$ cat src/rtl/norm_pkg.sv
// rtl/norm_pkg.sv - shared constants and FSM state type for the normalizer coefficient block
//
// Purpose: constants shared by norm_coef_calc and its divider.
//   COEF_ONE  unity gain in unsigned 1.15
//   COEF_MAX  saturation value of the coefficient
//   SUM_W     width of the signed peak accumulator and of the average
//   state_t   calibration FSM states
package norm_pkg;

  localparam logic [15:0] COEF_ONE = 16'h8000;
  localparam logic [15:0] COEF_MAX = 16'hFFFF;
  localparam int          SUM_W    = 24;

  typedef enum logic [2:0] {
    S_IDLE,
    S_WAIT_TRIG,
    S_WINDOW,
    S_AVG,
    S_DIVIDE,
    S_DONE
  } state_t;

endpackage

$ cat src/rtl/norm_coef_div.sv
// rtl/norm_coef_div.sv - 17-cycle sequential restoring divider for the gain coefficient
//
// Purpose: quotient = dividend / divisor, 17 quotient bits, one bit per clk.
// Ports:
//   clk       in   clock
//   reset     in   synchronous active-high reset
//   go        in   load operands; the first quotient bit is produced in the go cycle
//   dividend  in   28-bit unsigned dividend
//   divisor   in   24-bit divisor, must be positive
//   ready     out  quotient/ovf valid from the cycle after the 17th bit, until next go
//   ovf       out  true quotient does not fit in 17 bits
//   quotient  out  17-bit quotient
module norm_coef_div (
  input  logic        clk,
  input  logic        reset,
  input  logic        go,
  input  logic [27:0] dividend,
  input  logic [23:0] divisor,
  output logic        ready,
  output logic        ovf,
  output logic [16:0] quotient
);

  logic [23:0] rem_q;
  logic [15:0] dvd_q;
  logic [23:0] dvs_q;
  logic [4:0]  cnt_q;
  logic [24:0] step_go;
  logic [24:0] step_it;

  // One restoring step: returns {quotient_bit, new_remainder}.
  function automatic logic [24:0] div_step(input logic [23:0] rem, input logic bin,
                                           input logic [23:0] dvs);
    logic [24:0] shifted;
    logic [24:0] diff;
    shifted = {rem, bin};
    diff    = shifted - {1'b0, dvs};
    if (shifted >= {1'b0, dvs}) return {1'b1, diff[23:0]};
    else                        return {1'b0, shifted[23:0]};
  endfunction

  // Top 11 dividend bits form the starting remainder; if they already reach the
  // divisor the quotient needs more than 17 bits, which is flagged as ovf.
  assign step_go = div_step({13'd0, dividend[27:17]}, dividend[16], divisor);
  assign step_it = div_step(rem_q, dvd_q[15], dvs_q);

  always_ff @(posedge clk) begin
    if (reset) begin
      rem_q    <= '0;
      dvd_q    <= '0;
      dvs_q    <= '0;
      cnt_q    <= '0;
      ready    <= 1'b0;
      ovf      <= 1'b0;
      quotient <= '0;
    end else if (go) begin
      rem_q    <= step_go[23:0];
      dvd_q    <= dividend[15:0];
      dvs_q    <= divisor;
      cnt_q    <= 5'd16;
      ready    <= 1'b0;
      ovf      <= ({13'd0, dividend[27:17]} >= divisor);
      quotient <= {16'd0, step_go[24]};
    end else if (cnt_q != 5'd0) begin
      rem_q    <= step_it[23:0];
      dvd_q    <= {dvd_q[14:0], 1'b0};
      cnt_q    <= cnt_q - 5'd1;
      quotient <= {quotient[15:0], step_it[24]};
      if (cnt_q == 5'd1) ready <= 1'b1;
    end
  end

endmodule

$ cat src/rtl/norm_coef_calc.sv
// rtl/norm_coef_calc.sv - per-channel calibration: peak averaging and 1.15 gain coefficient
//
// Purpose: measures 2**NAVG_LOG calibration pulses (peak over WIN samples each),
// averages them and computes coef = floor(target * 0x8000 / avg) with saturation.
// Optional macro NORM_PEDESTAL_EN: subtract a 16-sample pre-trigger baseline from each peak.
// Ports:
//   clk     in   clock
//   reset   in   synchronous active-high reset
//   din     in   signed ADC sample, one per clk
//   trig    in   calibration pulse marker (din in that cycle is window sample 0)
//   start   in   begin a calibration run (ignored while busy)
//   target  in   desired averaged peak amplitude
//   coef    out  unsigned 1.15 coefficient, updated only by a successful run
//   busy    out  run in progress
//   done    out  1-clk end-of-run pulse
//   sat     out  coefficient was clamped in this run
//   err     out  non-positive average or zero target in this run
module norm_coef_calc
  import norm_pkg::*;
#(
  parameter int WIN      = 16,
  parameter int NAVG_LOG = 4
) (
  input  logic        clk,
  input  logic        reset,
  input  logic [15:0] din,
  input  logic        trig,
  input  logic        start,
  input  logic [12:0] target,
  output logic [15:0] coef,
  output logic        busy,
  output logic        done,
  output logic        sat,
  output logic        err
);

  state_t state_q, state_d;

  logic signed [SUM_W-1:0] sum_q;
  logic signed [SUM_W-1:0] avg;
  logic signed [15:0]      din_s;
  logic signed [15:0]      peak_q;
  logic signed [15:0]      peak_next;
  logic signed [15:0]      baseline;
  logic signed [16:0]      pk_rel;
  logic [7:0]              scnt_q;
  logic [8:0]              pcnt_q;
  logic                    last_sample;
  logic                    last_pulse;
  logic                    avg_bad;
  logic                    div_go;
  logic                    div_ready;
  logic                    div_ovf;
  logic [16:0]             div_quot;

  assign din_s       = $signed(din);
  assign peak_next   = (din_s > peak_q) ? din_s : peak_q;
  assign pk_rel      = 17'(peak_next) - 17'(baseline);
  assign last_sample = (scnt_q == 8'(WIN - 1));
  assign last_pulse  = (pcnt_q == 9'((1 << NAVG_LOG) - 1));
  assign avg         = sum_q >>> NAVG_LOG;
  assign avg_bad     = avg[SUM_W-1] || (avg == '0) || (target == '0);

`ifdef NORM_PEDESTAL_EN
  logic signed [15:0] hist_q [16];
  logic signed [19:0] hsum_q;
  logic signed [15:0] base_q;

  // Running sum of the last 16 samples; at trig it covers exactly the 16 samples before it.
  always_ff @(posedge clk) begin
    if (reset) begin
      for (int i = 0; i < 16; i++) hist_q[i] <= '0;
      hsum_q <= '0;
      base_q <= '0;
    end else begin
      hist_q[0] <= din_s;
      for (int i = 1; i < 16; i++) hist_q[i] <= hist_q[i-1];
      hsum_q <= hsum_q + 20'(din_s) - 20'(hist_q[15]);
      if (state_q == S_WAIT_TRIG && trig) base_q <= 16'(hsum_q >>> 4);
    end
  end

  assign baseline = base_q;
`else
  assign baseline = '0;
`endif

  norm_coef_div u_div (
    .clk      (clk),
    .reset    (reset),
    .go       (div_go),
    .dividend ({target, 15'd0}),
    .divisor  (avg),
    .ready    (div_ready),
    .ovf      (div_ovf),
    .quotient (div_quot)
  );

  always_ff @(posedge clk) begin
    if (reset) state_q <= S_IDLE;
    else       state_q <= state_d;
  end

  always_comb begin
    state_d = state_q;
    busy    = (state_q != S_IDLE);
    done    = (state_q == S_DONE);
    div_go  = 1'b0;
    case (state_q)
      S_IDLE:      if (start) state_d = S_WAIT_TRIG;
      S_WAIT_TRIG: if (trig) state_d = S_WINDOW;
      S_WINDOW:    if (last_sample) state_d = last_pulse ? S_AVG : S_WAIT_TRIG;
      S_AVG: begin
        if (avg_bad) begin
          state_d = S_DONE;
        end else begin
          div_go  = 1'b1;
          state_d = S_DIVIDE;
        end
      end
      S_DIVIDE:    if (div_ready) state_d = S_DONE;
      S_DONE:      state_d = S_IDLE;
      default:     state_d = S_IDLE;
    endcase
  end

  always_ff @(posedge clk) begin
    if (reset) begin
      sum_q  <= '0;
      peak_q <= '0;
      scnt_q <= '0;
      pcnt_q <= '0;
      coef   <= COEF_ONE;
      sat    <= 1'b0;
      err    <= 1'b0;
    end else begin
      case (state_q)
        S_IDLE: begin
          if (start) begin
            sum_q  <= '0;
            pcnt_q <= '0;
            sat    <= 1'b0;
            err    <= 1'b0;
          end
        end
        S_WAIT_TRIG: begin
          if (trig) begin
            peak_q <= din_s;
            scnt_q <= 8'd1;
          end
        end
        S_WINDOW: begin
          peak_q <= peak_next;
          scnt_q <= scnt_q + 8'd1;
          // The final sample is folded in directly so the accumulate costs no extra cycle.
          if (last_sample) begin
            sum_q  <= sum_q + SUM_W'(pk_rel);
            pcnt_q <= pcnt_q + 9'd1;
          end
        end
        S_AVG: if (avg_bad) err <= 1'b1;
        // Loaded on entry to DONE so the new value is already visible with the done pulse.
        S_DIVIDE: begin
          if (div_ready) begin
            if (div_ovf || div_quot[16]) begin
              coef <= COEF_MAX;
              sat  <= 1'b1;
            end else begin
              coef <= div_quot[15:0];
            end
          end
        end
        default: ;
      endcase
    end
  end

endmodule
$ cat config.mk
export PLATFORM = sky130hd
export DESIGN_NAME = norm_coef_calc
export DESIGN_NICKNAME = d
export VERILOG_FILES = /design/src/rtl/norm_pkg.sv /design/src/rtl/norm_coef_div.sv /design/src/rtl/norm_coef_calc.sv
export SDC_FILE = /design/constraint.sdc
export NUM_CORES = 1
export LEC_CHECK = 0
export BUFFER_PORTS_ARGS = -buffer_cell sky130_fd_sc_hd__buf_2
export CAP_MARGIN = 25
export CORE_ASPECT_RATIO = 0.7
export CORE_MARGIN = 3
export CORE_UTILIZATION = 65
export DETAILED_ROUTE_END_ITERATION = 10
export PLACE_DENSITY = 0.86
export SLEW_MARGIN = 20
export SYNTH_ARGS = -nofsm -noshare
export SYNTH_HDL_FRONTEND = slang
export SYNTH_HIERARCHICAL = 1
export SYNTH_SLANG_ARGS = --single-unit
$ cat constraint.sdc
create_clock -name clk -period 12 [get_ports clk]
set_clock_uncertainty 0.15 [all_clocks]
set_input_delay 2.4 -clock clk [delete_from_list [all_inputs] [get_ports clk]]
set_output_delay 2.4 -clock clk [all_outputs]
set_load 0.005 [all_outputs]
# Word level (Yosys, flattened, before mapping)
# Cells that the tools add are included.
dict set report word_totals {
  reg_bits 147
  output_inout_bits 20
  wordCells 99
  in_bits 33
}
dict set report op_classes {
  n_reduce_logical 21
  n_addsub 6
  order_cmp 4
  n_eq_ne 14
  mux 37
}
# operator n
set ops {}
lappend ops {{24-bit 2-to-1 mux} 4}
lappend ops {{16-bit 2-to-1 mux} 5}
lappend ops {{25-bit 2-to-1 mux} 2}
lappend ops {{24-bit one-hot mux with 2 select lines} 1}
lappend ops {{16-bit one-hot mux with 2 select lines} 1}
lappend ops {{25-bit by 24-bit >= comparator with 1-bit output} 1}
lappend ops {{24-bit by 16-bit adder with 24-bit output} 1}
lappend ops {{11-bit by 24-bit >= comparator with 1-bit output} 1}
lappend ops {{12-bit by 24-bit >= comparator with 1-bit output} 1}
lappend ops {{24-bit zero test} 1}
lappend ops {{12-bit by 24-bit subtractor with 24-bit output} 1}
lappend ops {{24-bit subtractor} 1}
lappend ops {{9-bit 2-to-1 mux} 2}
lappend ops {{9-bit one-hot mux with 2 select lines} 1}
lappend ops {{16-bit greater-than comparator} 1}
lappend ops {{8-bit one-hot mux with 2 select lines} 1}
lappend ops {{3-bit one-hot mux with 5 select lines} 1}
lappend ops {{13-bit zero test} 1}
lappend ops {{3-bit 2-to-1 mux} 4}
lappend ops {{5-bit 2-to-1 mux} 2}
lappend ops {{2-bit != test (second input constant)} 5}
lappend ops {{2-bit nonzero test} 5}
lappend ops {{9-bit by 1-bit adder with 9-bit output (second input constant)} 1}
lappend ops {{9-bit by 4-bit == test with 1-bit output (second input constant)} 1}
lappend ops {{20 further kinds} 37}

# Logic depth before layout (Yosys ltp)
dict set report logic_depth {
  ltp_word 6
  ltp_mapped 24
  depth_no_buf 22
}

# By module
# The synthesis kept the hierarchy.
# mod cells_per_inst n_inst seq_area_each_um2 area_per_inst_um2
set modules_own_cells {}
lappend modules_own_cells {norm_coef_div 812 1 1761.7 6219.7}
lappend modules_own_cells {norm_coef_calc 609 1 1561.5 4948.5}

# Least setup slack after synthesis
# Ideal clock, no wire load.
dict set report synth_path {
  path_kind {input to register}
  startpoint {input din[9]}
  endpoint {register sum_q[22]}
  cell_stages 19
  setup_ns 0.136
  setup_slack_ns 5.669
  path_buffers 2
  required_time_ns 11.714
  arrival_ns 6.045
  path_cell_list {ha_1 -> a21o_1 -> a221o_1 -> nand3_1 -> and3_4 -> or2_1 -> buf_6 -> buf_2 -> mux2_2 -> ha_1 -> nor2b_1 -> o21a_1 -> o21a_1 -> o211ai_1 -> and3_1 -> nor2_1 -> a211o_1 -> o311ai_1 -> o211ai_1}
}
dict set report synth_between {
  elab_chain_cells 5
}
# element line
set synth_rtl {}
lappend synth_rtl {{from (decl)} norm_coef_calc.sv:26} ;# input logic [15:0] din,
lappend synth_rtl {{16-bit greater-than comparator} norm_coef_calc.sv:57} ;# assign peak_next = (din_s > peak_q) ? din_s : peak_q;
lappend synth_rtl {{16-bit 2-to-1 mux (*)} norm_coef_calc.sv:57}
lappend synth_rtl {{24-bit by 16-bit adder with 24-bit output (*)} norm_coef_calc.sv:157} ;# sum_q <= sum_q + SUM_W'(pk_rel);
lappend synth_rtl {{24-bit 2-to-1 mux (*)} norm_coef_calc.sv:156} ;# if (last_sample) begin
lappend synth_rtl {{24-bit one-hot mux with 2 select lines (*)} norm_coef_calc.sv:137} ;# case (state_q)
lappend synth_rtl {{to (signal assigned)} norm_coef_calc.sv:157}
lappend synth_rtl {{to (decl)} norm_coef_calc.sv:39} ;# logic signed [SUM_W-1:0] sum_q;
# Every way passes the cells marked *; elsewhere a longest branch is shown, timed or not. The select of a mux whose other input is x is not followed.
# A chain may end at the register's enable or synchronous reset.

# Worst setup path in the final report
dict set report layout_path {
  startpoint {input din[1]}
  endpoint {register sum_q[22]}
}
# The elaborated chain is that of the path after synthesis.

==> results by group <==
Global route
  • Antenna violations before repair: 1
  • Congestion Overflow GR: 0
  • GRT Util Overall: 31.0%
  • First-pass GRT wire length: 47,900 um
  • Largest net degree at the start of global routing: 81
  • Vias in the first global route: 9,567

Critical path
  • R2R cell count: 19
  • Reg-to-Reg End: sum_q[22]
  • Required @ worst endpoint: 12.15 ns
  • Endpoint type of the worst setup path: flip-flop
  • RR Startpoint: peak_q[1]
  • Worst Setup Start Kind: input pin
  • WS Path Type: input pin to flip-flop
  • Flop2flop setup slack: 6.88 ns
  • Critical Path Fanout Max: 17
  • Crit path arrival time: 6.92 ns

CTS
  • Resized Gates After CTS: 0
  • Clock Sinks: 166
  • Worst-case clock buffer depth: 2
  • Clock Root Buffer: clkbuf_16
  • CTS tree: done
  • # hold bufs at CTS: 0
  • Worst skew pair latency: 0.44 ns
  • CTS Buf Count: 17
  • Post-CTS Setup Bufs: 0
  • H-Tree Depth: 4
  • Clk slew on worst S/H paths: 0.07 ns

Routing
  • Residual DRC count: 0
  • Drt wl/cell: 17.4 um
  • Post-DRT Antenna Nets: 0
  • Vias: 10,600
  • Initial DRC Count: 1,169
  • Final Routed Wirelength: 29,300 um
  • Vias per cell: 6.33
  • DRT Pass-1 Iters: 8

Worst hold path
  • Hold WC Path Type: flip-flop to flip-flop
  • Hold depth: 2
  • Hold endpoint: u_div/quotient[7]
  • Hold path start: u_div/quotient[6]

Timing
  • Unrepaired setup endpoints after global routing: false
  • Final Max Tran Viols: 0
  • Final setup fails: 0
  • Tcrit/Tclk final: 56.5%
  • F_max: 148 MHz
  • Worst slew margin: 35.1%
  • Final hold slack: 0.319 ns
  • Final setup margin: 5.22 ns
  • Setup_tns: 0 ns
  • Hold Vio Cnt, Final: 0
  • Slew at the pin closest to its max-slew limit: 0.964 ns
  • Fin crit period: 6.78 ns

Final layout
  • Diode count: 0
  • Commonest non-fill, non-tap cell in the layout: nor2_1
  • Synth-to-Final Area Change: 8.55%
  • Share of cells above drive strength 1: 9.28%
  • Most frequent cells in the layout: nor2_1, dfxtp_1, nand2_1, a21oi_1, ha_1
  • Post-route cell area: 12,100 um2
  • Fin nets: 1,569

Synth
  • Mean Syn Cell Area: 7.86 um2
  • Post-synth EDFFs: 0
  • Ys async rst share: 0%
  • Synthesized instance count: 1,421
  • YS warnings: 6
  • Distinct cells, synth: 81
  • Flops & latches, synth: 166
  • Synthesized cell area: 11,200 um2
  • Prevailing post-synth register cell: dfxtp_1
  • Sequential-to-total area share from yosys stat: 29.8%

Placed design
  • GPL Wtd Cong: 0.961
  • Final HPWL DP: 20,500 um
  • Post-DP Area: 11,500 um2
  • Post-Place Setup Slack: 4.90 ns
  • PortBufs: 52

Floorplanning
  • Area of the core: 16,600 um2
  • # rows: 39
  • Initial Util: 67.3%
  • Die ar.: 18,800 um2
  • Die span in x: 163 um
  • Die Height: 116 um
  • I/O Pins: 53

Power and ir drop
  • Leak Pwr: 0.00485 uW
  • Power Density: 192 nW/um2
  • Peak VDD IR: 0.000116 V

Outcome
  • Status: completed

Flow run
  • Max Cap Viol: 0
## area by class of cell
class,instances,area [um2]
multi-input combinational,1120,7300
fill,1301,4470
sequential,166,3320
clock buffer,18,429
timing repair buffer,62,345
inverter,75,282
tap,225,282
clock inverter,14,159
## Yosys cell counts, types with 9 or more instances
master	instances	area share (%)
a211oi_1	40	2.7
a21o_1	35	2.4
a21oi_1	126	5.6
a31oi_1	18	1.0
and3_1	11	0.62
clkbuf_1	52	1.7
dfxtp_1	166	30
ha_1	91	10
inv_1	74	2.5
mux2_2	17	1.7
mux2i_1	52	4.7
nand2_1	139	4.7
nand2b_1	16	0.90
nand3_1	39	1.7
nand4_1	18	1.0
nor2_1	182	6.1
nor2b_1	12	0.67
nor3_1	32	1.4
nor4_1	10	0.56
o211ai_1	11	0.74
o21a_1	24	1.6
o21ai_0	51	2.3
o22ai_1	12	0.67
o31ai_1	9	0.60
or3_1	9	0.50
xnor2_1	23	1.8
xor2_1	19	1.5
## report_power, final
part / switching, uW / leakage (uW) / internal [uW] / total, uW
sequential: 47.5 / 0.00135 / 606 / 653
clock: 258 / 0.000276 / 296 / 554
combinational: 686 / 0.00323 / 428 / 1110
total: 992 / 0.00485 / 1330 / 2320
## per-layer routing
metal	up-vias	GRT usage [%]	routed length, um
li1	5127	-	-
met1	4946	45.9	13600
met2	498	47.3	12600
met3	61	5.04	2560
met4	2	8.28	546
met5	-	0	13
## worst max-delay path by stage
stage,from,to,slack (ns)
2_1_floorplan,din[9],sum_q[22],5.67
5_1_grt,din[1],sum_q[23],5.00
6_report,din[1],sum_q[22],5.22
3_3_place_gp,din[15],sum_q[22],5.10
3_5_place_dp,din[1],sum_q[22],4.90
4_1_cts,din[1],sum_q[23],5.33
## state kept, by name, indices dropped and copies added (netlist names), 3 cells and up
register        cells
state_q             3
pcnt_q              9
u_div/dvd_q        16
scnt_q              8
u_div/dvs_q        24
u_div/cnt_q         5
u_div/rem_q        24
peak_q             16
sum_q              24
u_div/quotient     17
coef               16
## through the flow
step / util [%] / std cells / power (uW)
floorplan: - / 1435 / 1520
global route: 73.1 / 1680 / 2460
global placement: 69.4 / 1646 / 1700
CTS: 72.9 / 1678 / 2290
finish: 73.1 / 1680 / 2320
detailed placement: 69.4 / 1646 / 1730
## kinds of logic after synthesis
logic type,Yosys count,share of synthesized area (%)
and+or+nand+nor,515,21.8
muxes,69,6.37
xor gates and xnor gates,42,3.29
DFF,166,29.8
other,1,0.0336
buffers and inverters,149,5.50
adders and majority gates,94,10.7
AOI/OAI and AO/OA,385,22.5
## critical path, cell delays in order
cell and delay (ns):
buf_2 0.12, ha_1 0.32, nor2b_1 0.14, o211ai_1 0.25
a21oi_1 0.11, nor2_1 0.14, and3_4 0.20, or2_1 0.59
mux2_2 0.41, ha_1 0.32, nor2b_1 0.17, o21a_1 0.18
o21a_1 0.20, o211ai_1 0.26, and3_1 0.27, nor2_1 0.09
a211o_1 0.33, o311ai_1 0.27, o211ai_1 0.14
Note: power is estimated with default switching activity, not from simulation.
